===== src/rtl/instr_fetch_unit.sv =====
// Fetch front-end: issues pipelined instruction-memory requests and queues the
// returned words with their PCs for decode. Optional perf counters: FETCH_PERF_EN.
module instr_fetch_unit #(
    parameter int              IBUS     = 32,
    parameter int              ABUS     = 32,
    parameter int              DEPTH    = 4,
    parameter logic [ABUS-1:0] RESET_PC = '0,
    parameter int              PC_STEP  = 4
) (
    input  logic                     clk,
    input  logic                     rst,
    output logic                     imem_req,
    output logic [ABUS-1:0]          imem_addr,
    input  logic                     imem_gnt,
    input  logic                     imem_rvalid,
    input  logic [IBUS-1:0]          imem_rdata,
    output logic                     dec_valid,
    output logic [IBUS-1:0]          dec_instr,
    output logic [ABUS-1:0]          dec_pc,
    input  logic                     dec_ready,
    input  logic                     redirect,
    input  logic [ABUS-1:0]          redirect_pc,
    output logic [$clog2(DEPTH):0]   occupancy,
    output logic                     proto_err
`ifdef FETCH_PERF_EN
    ,
    output logic [15:0]              perf_fetched,
    output logic [15:0]              perf_flushed
`endif
);

    localparam int PW = $clog2(DEPTH);
    localparam int CW = PW + 1;
    localparam int DW = 16;
    localparam logic [ABUS-1:0] STEP = ABUS'(PC_STEP);

    logic [ABUS-1:0] fetch_pc_q, fetch_pc_d;
    logic [ABUS-1:0] resp_pc_q, resp_pc_d;
    logic [CW-1:0]   count_q, count_d;
    logic [CW-1:0]   outstanding_q, outstanding_d;
    logic [DW-1:0]   drop_cnt_q, drop_cnt_d;
    logic [PW-1:0]   head_q, head_d;
    logic [PW-1:0]   tail_q, tail_d;
    logic            proto_err_q, proto_err_d;

    logic [IBUS-1:0] slot_instr_q [DEPTH];
    logic [ABUS-1:0] slot_pc_q    [DEPTH];

    logic            accept;
    logic            rsp_stale;
    logic            rsp_live;
    logic            rsp_orphan;
    logic            push;
    logic            pop;
    logic [CW:0]     inflight_sum;
    logic [DW-1:0]   drop_sum;

    // Live in-flight requests each hold a reserved queue slot, so the queue cannot overflow.
    assign inflight_sum = {1'b0, count_q} + {1'b0, outstanding_q};
    assign imem_req     = !rst && !redirect && (inflight_sum < (CW+1)'(DEPTH));
    assign imem_addr    = fetch_pc_q;
    assign accept       = imem_req && imem_gnt;

    assign rsp_stale  = imem_rvalid && (drop_cnt_q != '0);
    assign rsp_live   = imem_rvalid && (drop_cnt_q == '0) && (outstanding_q != '0);
    assign rsp_orphan = imem_rvalid && (drop_cnt_q == '0) && (outstanding_q == '0);
    assign push       = rsp_live && !redirect;

    assign dec_valid = (count_q != '0) && !redirect;
    assign pop       = dec_valid && dec_ready;
    assign dec_instr = (count_q != '0) ? slot_instr_q[head_q] : '0;
    assign dec_pc    = (count_q != '0) ? slot_pc_q[head_q]    : '0;
    assign occupancy = count_q;
    assign proto_err = proto_err_q;

    // Every request still in flight at a redirect becomes stale; the word arriving
    // in the redirect cycle itself is already one of them.
    always_comb begin
        drop_sum = drop_cnt_q + DW'(outstanding_q);
        if (imem_rvalid && (drop_sum != '0)) begin
            drop_sum = drop_sum - DW'(1);
        end
    end

    always_comb begin
        fetch_pc_d    = fetch_pc_q;
        resp_pc_d     = resp_pc_q;
        count_d       = count_q;
        outstanding_d = outstanding_q;
        drop_cnt_d    = drop_cnt_q;
        head_d        = head_q;
        tail_d        = tail_q;
        proto_err_d   = proto_err_q | rsp_orphan;

        if (redirect) begin
            fetch_pc_d    = redirect_pc;
            resp_pc_d     = redirect_pc;
            count_d       = '0;
            head_d        = '0;
            tail_d        = '0;
            outstanding_d = '0;
            drop_cnt_d    = drop_sum;
        end else begin
            if (accept) begin
                fetch_pc_d = fetch_pc_q + STEP;
            end
            if (push) begin
                resp_pc_d = resp_pc_q + STEP;
                tail_d    = tail_q + PW'(1);
            end
            if (pop) begin
                head_d = head_q + PW'(1);
            end
            count_d       = count_q + CW'(push) - CW'(pop);
            outstanding_d = outstanding_q + CW'(accept) - CW'(rsp_live);
            if (rsp_stale) begin
                drop_cnt_d = drop_cnt_q - DW'(1);
            end
        end
    end

    always_ff @(posedge clk or posedge rst) begin
        if (rst) begin
            fetch_pc_q    <= RESET_PC;
            resp_pc_q     <= RESET_PC;
            count_q       <= '0;
            outstanding_q <= '0;
            drop_cnt_q    <= '0;
            head_q        <= '0;
            tail_q        <= '0;
            proto_err_q   <= 1'b0;
        end else begin
            fetch_pc_q    <= fetch_pc_d;
            resp_pc_q     <= resp_pc_d;
            count_q       <= count_d;
            outstanding_q <= outstanding_d;
            drop_cnt_q    <= drop_cnt_d;
            head_q        <= head_d;
            tail_q        <= tail_d;
            proto_err_q   <= proto_err_d;
        end
    end

    // Slot contents need no reset: they are only visible while count is nonzero.
    always_ff @(posedge clk) begin
        if (push) begin
            slot_instr_q[tail_q] <= imem_rdata;
            slot_pc_q[tail_q]    <= resp_pc_q;
        end
    end

`ifdef FETCH_PERF_EN
    logic [15:0]   perf_fetched_q;
    logic [15:0]   perf_flushed_q;
    logic [CW-1:0] flush_inc;
    logic [16:0]   flushed_sum;

    assign flush_inc    = (redirect ? count_q : '0) + CW'(rsp_stale || (redirect && rsp_live));
    assign flushed_sum  = {1'b0, perf_flushed_q} + 17'(flush_inc);
    assign perf_fetched = perf_fetched_q;
    assign perf_flushed = perf_flushed_q;

    always_ff @(posedge clk or posedge rst) begin
        if (rst) begin
            perf_fetched_q <= '0;
            perf_flushed_q <= '0;
        end else begin
            if (push && (perf_fetched_q != 16'hFFFF)) begin
                perf_fetched_q <= perf_fetched_q + 16'd1;
            end
            perf_flushed_q <= flushed_sum[16] ? 16'hFFFF : flushed_sum[15:0];
        end
    end
`endif

endmodule


===== config.mk =====
export PLATFORM = sky130hd
export DESIGN_NAME = instr_fetch_unit
export DESIGN_NICKNAME = d
export VERILOG_FILES = /design/src/rtl/instr_fetch_unit.sv
export SDC_FILE = /design/constraint.sdc
export NUM_CORES = 1
export LEC_CHECK = 0
export CAP_MARGIN = 20
export CORE_AREA = 3 3 232 234
export CTS_CLUSTER_SIZE = 12
export DETAILED_ROUTE_END_ITERATION = 8
export DIE_AREA = 0 0 235 237
export DONT_BUFFER_PORTS = 1
export GPL_TIMING_DRIVEN = 0
export MAX_ROUTING_LAYER = met4
export PLACE_DENSITY = 0.49
export SLEW_MARGIN = 20
export SYNTH_ARGS = -nofsm -noshare
export SYNTH_HDL_FRONTEND = slang
export SYNTH_SLANG_ARGS = --single-unit

===== constraint.sdc =====
create_clock -name clk -period 4.8 [get_ports clk]
set_input_delay 0.48 -clock clk [delete_from_list [all_inputs] [get_ports clk]]
set_output_delay 0.48 -clock clk [all_outputs]
set_load 0.05 [all_outputs]

**Word level (Yosys, flattened, before mapping)**

Memory sizes are Yosys's and may differ from the RTL's.
Cells that the tools add are included.

- Bits in writable memories: 256
- Bits in registers: 91
- Output and inout bits: 102
- Memories kept: 2
- Word-level logic and storage cells: 64

- Reductions and logical operators: 23
- Bitwise logic cells: 1
- $add $sub $neg: 12
- Multiplexer cells: 17
- Magnitude comparators: 1

Memory list:

| memory | words | width | rd ports | clocked after Yosys merged registers in | wr ports | RTL line | text |
|---|---|---|---|---|---|---|---|
| slot_instr_q | 4 | 32 | 1 | 0 | 1 | 46 | `logic [IBUS-1:0] slot_instr_q [DEPTH];` |
| slot_pc_q | 4 | 32 | 1 | 0 | 1 | 47 | `logic [ABUS-1:0] slot_pc_q [DEPTH];` |

Operators by type and width:

| cell | number |
|---|---|
| 2-to-1 mux 32 bit | 6 |
| adder 32 x 3 -> 32 bit (second input constant) | 2 |
| 2-to-1 mux 16 bit | 3 |
| nonzero test 16 bit | 2 |
| subtractor 16 x 1 -> 16 bit (second input constant) | 2 |
| adder 16 x 3 -> 16 bit | 1 |
| zero test 16 bit | 1 |
| logical AND 1 bit | 11 |
| 2-to-1 mux 2 bit | 4 |
| nonzero test 2 bit | 4 |
| adder 3 x 1 -> 3 bit | 2 |
| 2-to-1 mux 3 bit | 2 |
| nonzero test 3 bit | 2 |
| subtractor 3 x 1 -> 3 bit | 2 |
| adder 2 x 1 -> 2 bit (second input constant) | 2 |
| adder 3 x 3 -> 4 bit | 1 |
| less-than comparator 4 x 3 -> 1 bit (second input constant) | 1 |
| zero test 3 bit | 1 |
| zero test 1 bit | 2 |
| 2-to-1 mux 1 bit | 2 |
| OR 1 bit | 1 |

**Depth between registers and ports, before layout**

- Depth in word-level cells: 7
- Depth in mapped cells: 15
- Depth with buffers taken out: 14

**Worst setup path after synthesis**

No wires, ideal clock.

- Path type: register to register
- Start point: register count_q[2], in the netlist occupancy[2]
- End point: register outstanding_q[2]
- Required time: 4.668 ns
- Path buffers: 2
- Cell stages (with the launch flop): 15
- Path slack: 0.674 ns
- Data arrival time: 3.995 ns
- Cell sequence: dfrtp_1 ha_1 or4_1 a311oi_2 and2_1 inv_1 clkbuf_1 clkbuf_1 ha_1 inv_1 ha_1 inv_1 fa_1 xnor2_1 nor2_1

- Word-level cells in the longest chain between the ends: 7

Ends and longest elaborated chain:

| what | RTL line | text |
|---|---|---|
| start: declaration | 39 | `logic [CW-1:0] count_q, count_d;` |
| start signal: assignment | 135 | `count_q <= count_d;` |
| adder 3 x 3 -> 4 bit | 59 | `assign inflight_sum = {1'b0, count_q} + {1'b0, outstanding_q};` |
| less-than comparator 4 x 3 -> 1 bit | 60 | `assign imem_req = !rst && !redirect && (inflight_sum < (CW+1)'(DEPTH));` |
| logical AND 1 bit | 60 |  |
| net imem_req | 12 | `output logic imem_req,` |
| logical AND 1 bit | 62 | `assign accept = imem_req && imem_gnt;` |
| adder 3 x 1 -> 3 bit | 115 | `outstanding_d = outstanding_q + CW'(accept) - CW'(rsp_live);` |
| subtractor 3 x 1 -> 3 bit | 115 |  |
| 2-to-1 mux 3 bit | 95 | `if (redirect) begin` |
| net outstanding_d[2] | 40 | `logic [CW-1:0] outstanding_q, outstanding_d;` |
| end signal: assignment | 136 | `outstanding_q <= outstanding_d;` |
| end: declaration | 40 |  |

The timed path passes the listed nets, and every way through them passes these cells.
A chain may end at the register's enable or synchronous reset.

**Worst setup path after layout**

Same ends and word-level chain as after synthesis.

==> results.py <==
metrics = {
    "route": {
        "routed_wl_um": 42170,
        "dr_total_vias": 9127,
        "antenna_left": 0,
        "route.detailed.drc": 0,
        "drtIter0Drc": 617,
        "dr.pass1.iters": 5,
        "wl_per_cell_um": 22.58,
        "viasPerCell": 4.889,
    },
    "sta": {
        "setup_viol": 0,
        "rsz0062_at_grt": "no",
        "fin_crit_sh_pct": 93.22,
        "worstMarginPinSlew_ns": 0.9596,
        "period_needed_ns": 4.474,
        "slew_violations": 0,
        "max_slew_margin_pct": 36.03,
        "fmax_mhz": 223.5,
        "finalHoldViolations": 0,
        "final.setup_skew_ns": 0.02365,
        "setup_ws_ns": 0.3256,
        "holdWs_ns": 0.06067,
    },
    "clock_tree": {
        "cts_root_buf": "clkbuf_16",
        "htree_levels": 2,
        "cts_buffer_depth": 3,
        "cts_tree": "yes",
        "clk_latency_ns": 0.57,
        "cts.clk_slew.worst_paths_ns": 0.06,
        "cts_made_buffers": 41,
        "clock_sinks": 347,
    },
    "critical_path": {
        "end_kind": "flip-flop",
        "worstPathArrival_ns": 4.89,
        "crit_fanout": 10,
        "crit_type": "flip-flop to flip-flop",
        "rr_startpoint": "occupancy[2]",
        "startpoint": "occupancy[2]",
        "cp-start-kind": "flip-flop",
        "cp_data_required_time_ns": 5.21,
        "r2r_cells": 15,
    },
    "placement": {
        "dp_hpwl_um": 29270,
        "placed_area_sq_mm": 0.01655,
        "place_inst": 1757,
        "gp_congestion": 0.8487,
        "port_buffers": 0,
        "pre_cts_slack_ns": 0.1782,
    },
    "yosys": {
        "synth_area_leaders": "edfxtp_1 (50%), dfrtp_1 (15%), mux4_2 (9.3%), and2_1 (2.8%), xor2_1 (2.3%)",
        "yosysTopAreaCellShare_pct": 49.58,
        "syn_nets": 1155,
        "synthFlopType": "edfxtp_1",
        "avgSynthCellArea_sq_um": 14.58,
        "synthMuxAreaShare_pct": 10.49,
        "ys_ff_latch": 347,
        "yosys.area.top_type": "edfxtp_1",
        "synth_compound_area_share_pct": 5.730,
        "synthXorXnorAreaFrac_pct": 4.342,
        "yosys.area_share.adder_pct": 1.921,
        "synth.most_common_cell": "edfxtp_1",
        "synth-edff-count": 256,
        "async_flop_share_pct": 26.22,
        "ys_top_cells_by_count": "edfxtp_1 (256), dfrtp_1 (91), and2_1 (70)",
        "syn_inst": 1063,
        "synth.yosys.seq_area_share_pct": 64.27,
        "synth-simple-area-share_pct": 10.96,
        "syn-cell-area_sq_mm": 0.01550,
        "synth_warnings": 0,
        "synth_top_family_by_area": "simple AND/OR/NAND/NOR gates",
        "yosysUniqueCellTypes": 62,
    },
    "power_and_ir_drop": {
        "p_leak_nw": 6.163,
        "vdd_drop_max_mv": 0.2402,
        "power.density_mw_per_mm2": 398.2,
    },
    "global_routing": {
        "grt_pass1_vias": 9354,
        "antenna_found_initial": 1,
        "grt_max_degree": 73,
        "grt_pass1_wl_um": 63190,
        "grt_overflow": 0,
        "grtUsageTotal_pct": 15.52,
    },
    "floorplanning": {
        "coreArea_sq_mm": 0.05224,
        "start_util_pct": 29.68,
        "io_pins": 172,
        "dieArea_sq_mm": 0.05570,
        "die_y_um": 237,
        "std_cell_rows": 84,
        "die_w_um": 235,
    },
    "final_layout": {
        "fin_nets": 1238,
        "areaGrowthSynthToFinish_pct": 17.29,
        "fin_cells": 1867,
        "drive_gt1_share_pct": 14.69,
        "final_area_sq_mm": 0.01818,
    },
    "hold_path": {
        "hold_class": "input port to flip-flop",
        "whs_path_depth": 2,
        "hold_path_startpoint": "redirect_pc[15]",
    },
    "flow_run": {
        "drv_cap": 0,
    },
    "run_status": {
        "status": "complete, no violations",
    },
}
## cell type report
type | count | area [sq um]
diodes | 1 | 2.502
plain buffers | 54 | 234.0
clock buffers | 56 | 1124
clock inverters | 19 | 166.4
fillers | 5041 | 34050
inverters | 32 | 125.1
multi-input cells | 630 | 5223
flip-flops and latches | 347 | 9966
well taps | 688 | 860.8
repair buffers | 40 | 483.0
## through the flow
stage	util (%)	TNS, ns	total power [W]
2_1_floorplan	-	0	0.004062
3_3_place_gp	31.33	-163.27	0.004248
3_5_place_dp	31.68	0	0.004257
4_1_cts	34.78	0	0.007346
5_1_grt	34.81	0	0.007566
6_report	34.81	0	0.007240
## critical path: stages, from the launching register on
cell	delay (ns)
dfrtp_2	0.53
ha_1	0.33
or4_1	0.52
a311oi_4	0.72
buf_6	0.21
and2_1	0.14
inv_1	0.08
clkbuf_1	0.24
clkbuf_1	0.36
ha_1	0.37
inv_1	0.05
ha_1	0.12
inv_1	0.04
fa_1	0.38
xnor2_1	0.17
nor2_1	0.06
## logic make-up after synthesis
kind of cell             count (synthesis)
flip-flops                             347
AND/OR/NAND/NOR                        318
AO/OA/AOI/OAI                          133
buffers and inverters                   86
multiplexers                            81
XOR/XNOR                                76
adder cells (fa/ha/maj)                 22
## power by group
group | switching [W] | internal, W | total (W)
clock network | 0.00125 | 0.00176 | 0.00301
logic | 0.000393 | 0.000252 | 0.000645
registers | 0.000254 | 0.00333 | 0.00359
## per-layer routing
metal | global-route usage [%] | up-vias | wire length, um
met5 | - | - | 0
met4 | 4.137 | 0 | 755
met3 | 4.205 | 56 | 2989
met2 | 23.81 | 240 | 19510
met1 | 20.44 | 4631 | 18910
li1 | - | 4200 | -
## timing repair
| action | in CTS | in global routing |
|---|---|---|
| hold buffers | 33 | 0 |
| endpoints found under the hold margin | 147 | 0 |
| buffers inserted | 0 | 0 |
| setup endpoints to repair | 0 | 1 |
| resized for setup | 0 | 1 |
## worst paths after layout
| kind | end | slack (ns) |
|---|---|---|
| min | resp_pc_q[15] | 0.06 |
| max in group asynchronous | resp_pc_q[20] | 3.78 |
| max reg2reg | outstanding_q[2] | 0.33 |
| min reg2reg | slot_pc_q[2][25] | 0.54 |
| min in group asynchronous | outstanding_q[2] | 0.37 |
| max | outstanding_q[2] | 0.33 |
## cells in the final DEF (no fill, tap or decap), types with 20 or more instances in the layout
master,count
and3_1,21
dfrtp_1,90
nand2_1,68
nand3_1,37
mux4_2,64
edfxtp_1,256
nor2_1,47
a21oi_1,20
xor2_1,40
clkbuf_16,42
and2_1,70
clkbuf_1,44
inv_1,30
xnor2_1,35
o21ai_0,53
dlygate4sd3_1,33
## flip-flops by register name (all words and copies together) (netlist names)
signal / cells
drop_cnt_q: 16
outstanding_q: 3
tail_q: 2
resp_pc_q: 32
occupancy: 3
proto_err: 1
imem_addr: 32
slot_pc_q: 128
head_q: 2
slot_instr_q: 128
No activity file was read; power rests on OpenSTA's default activity.
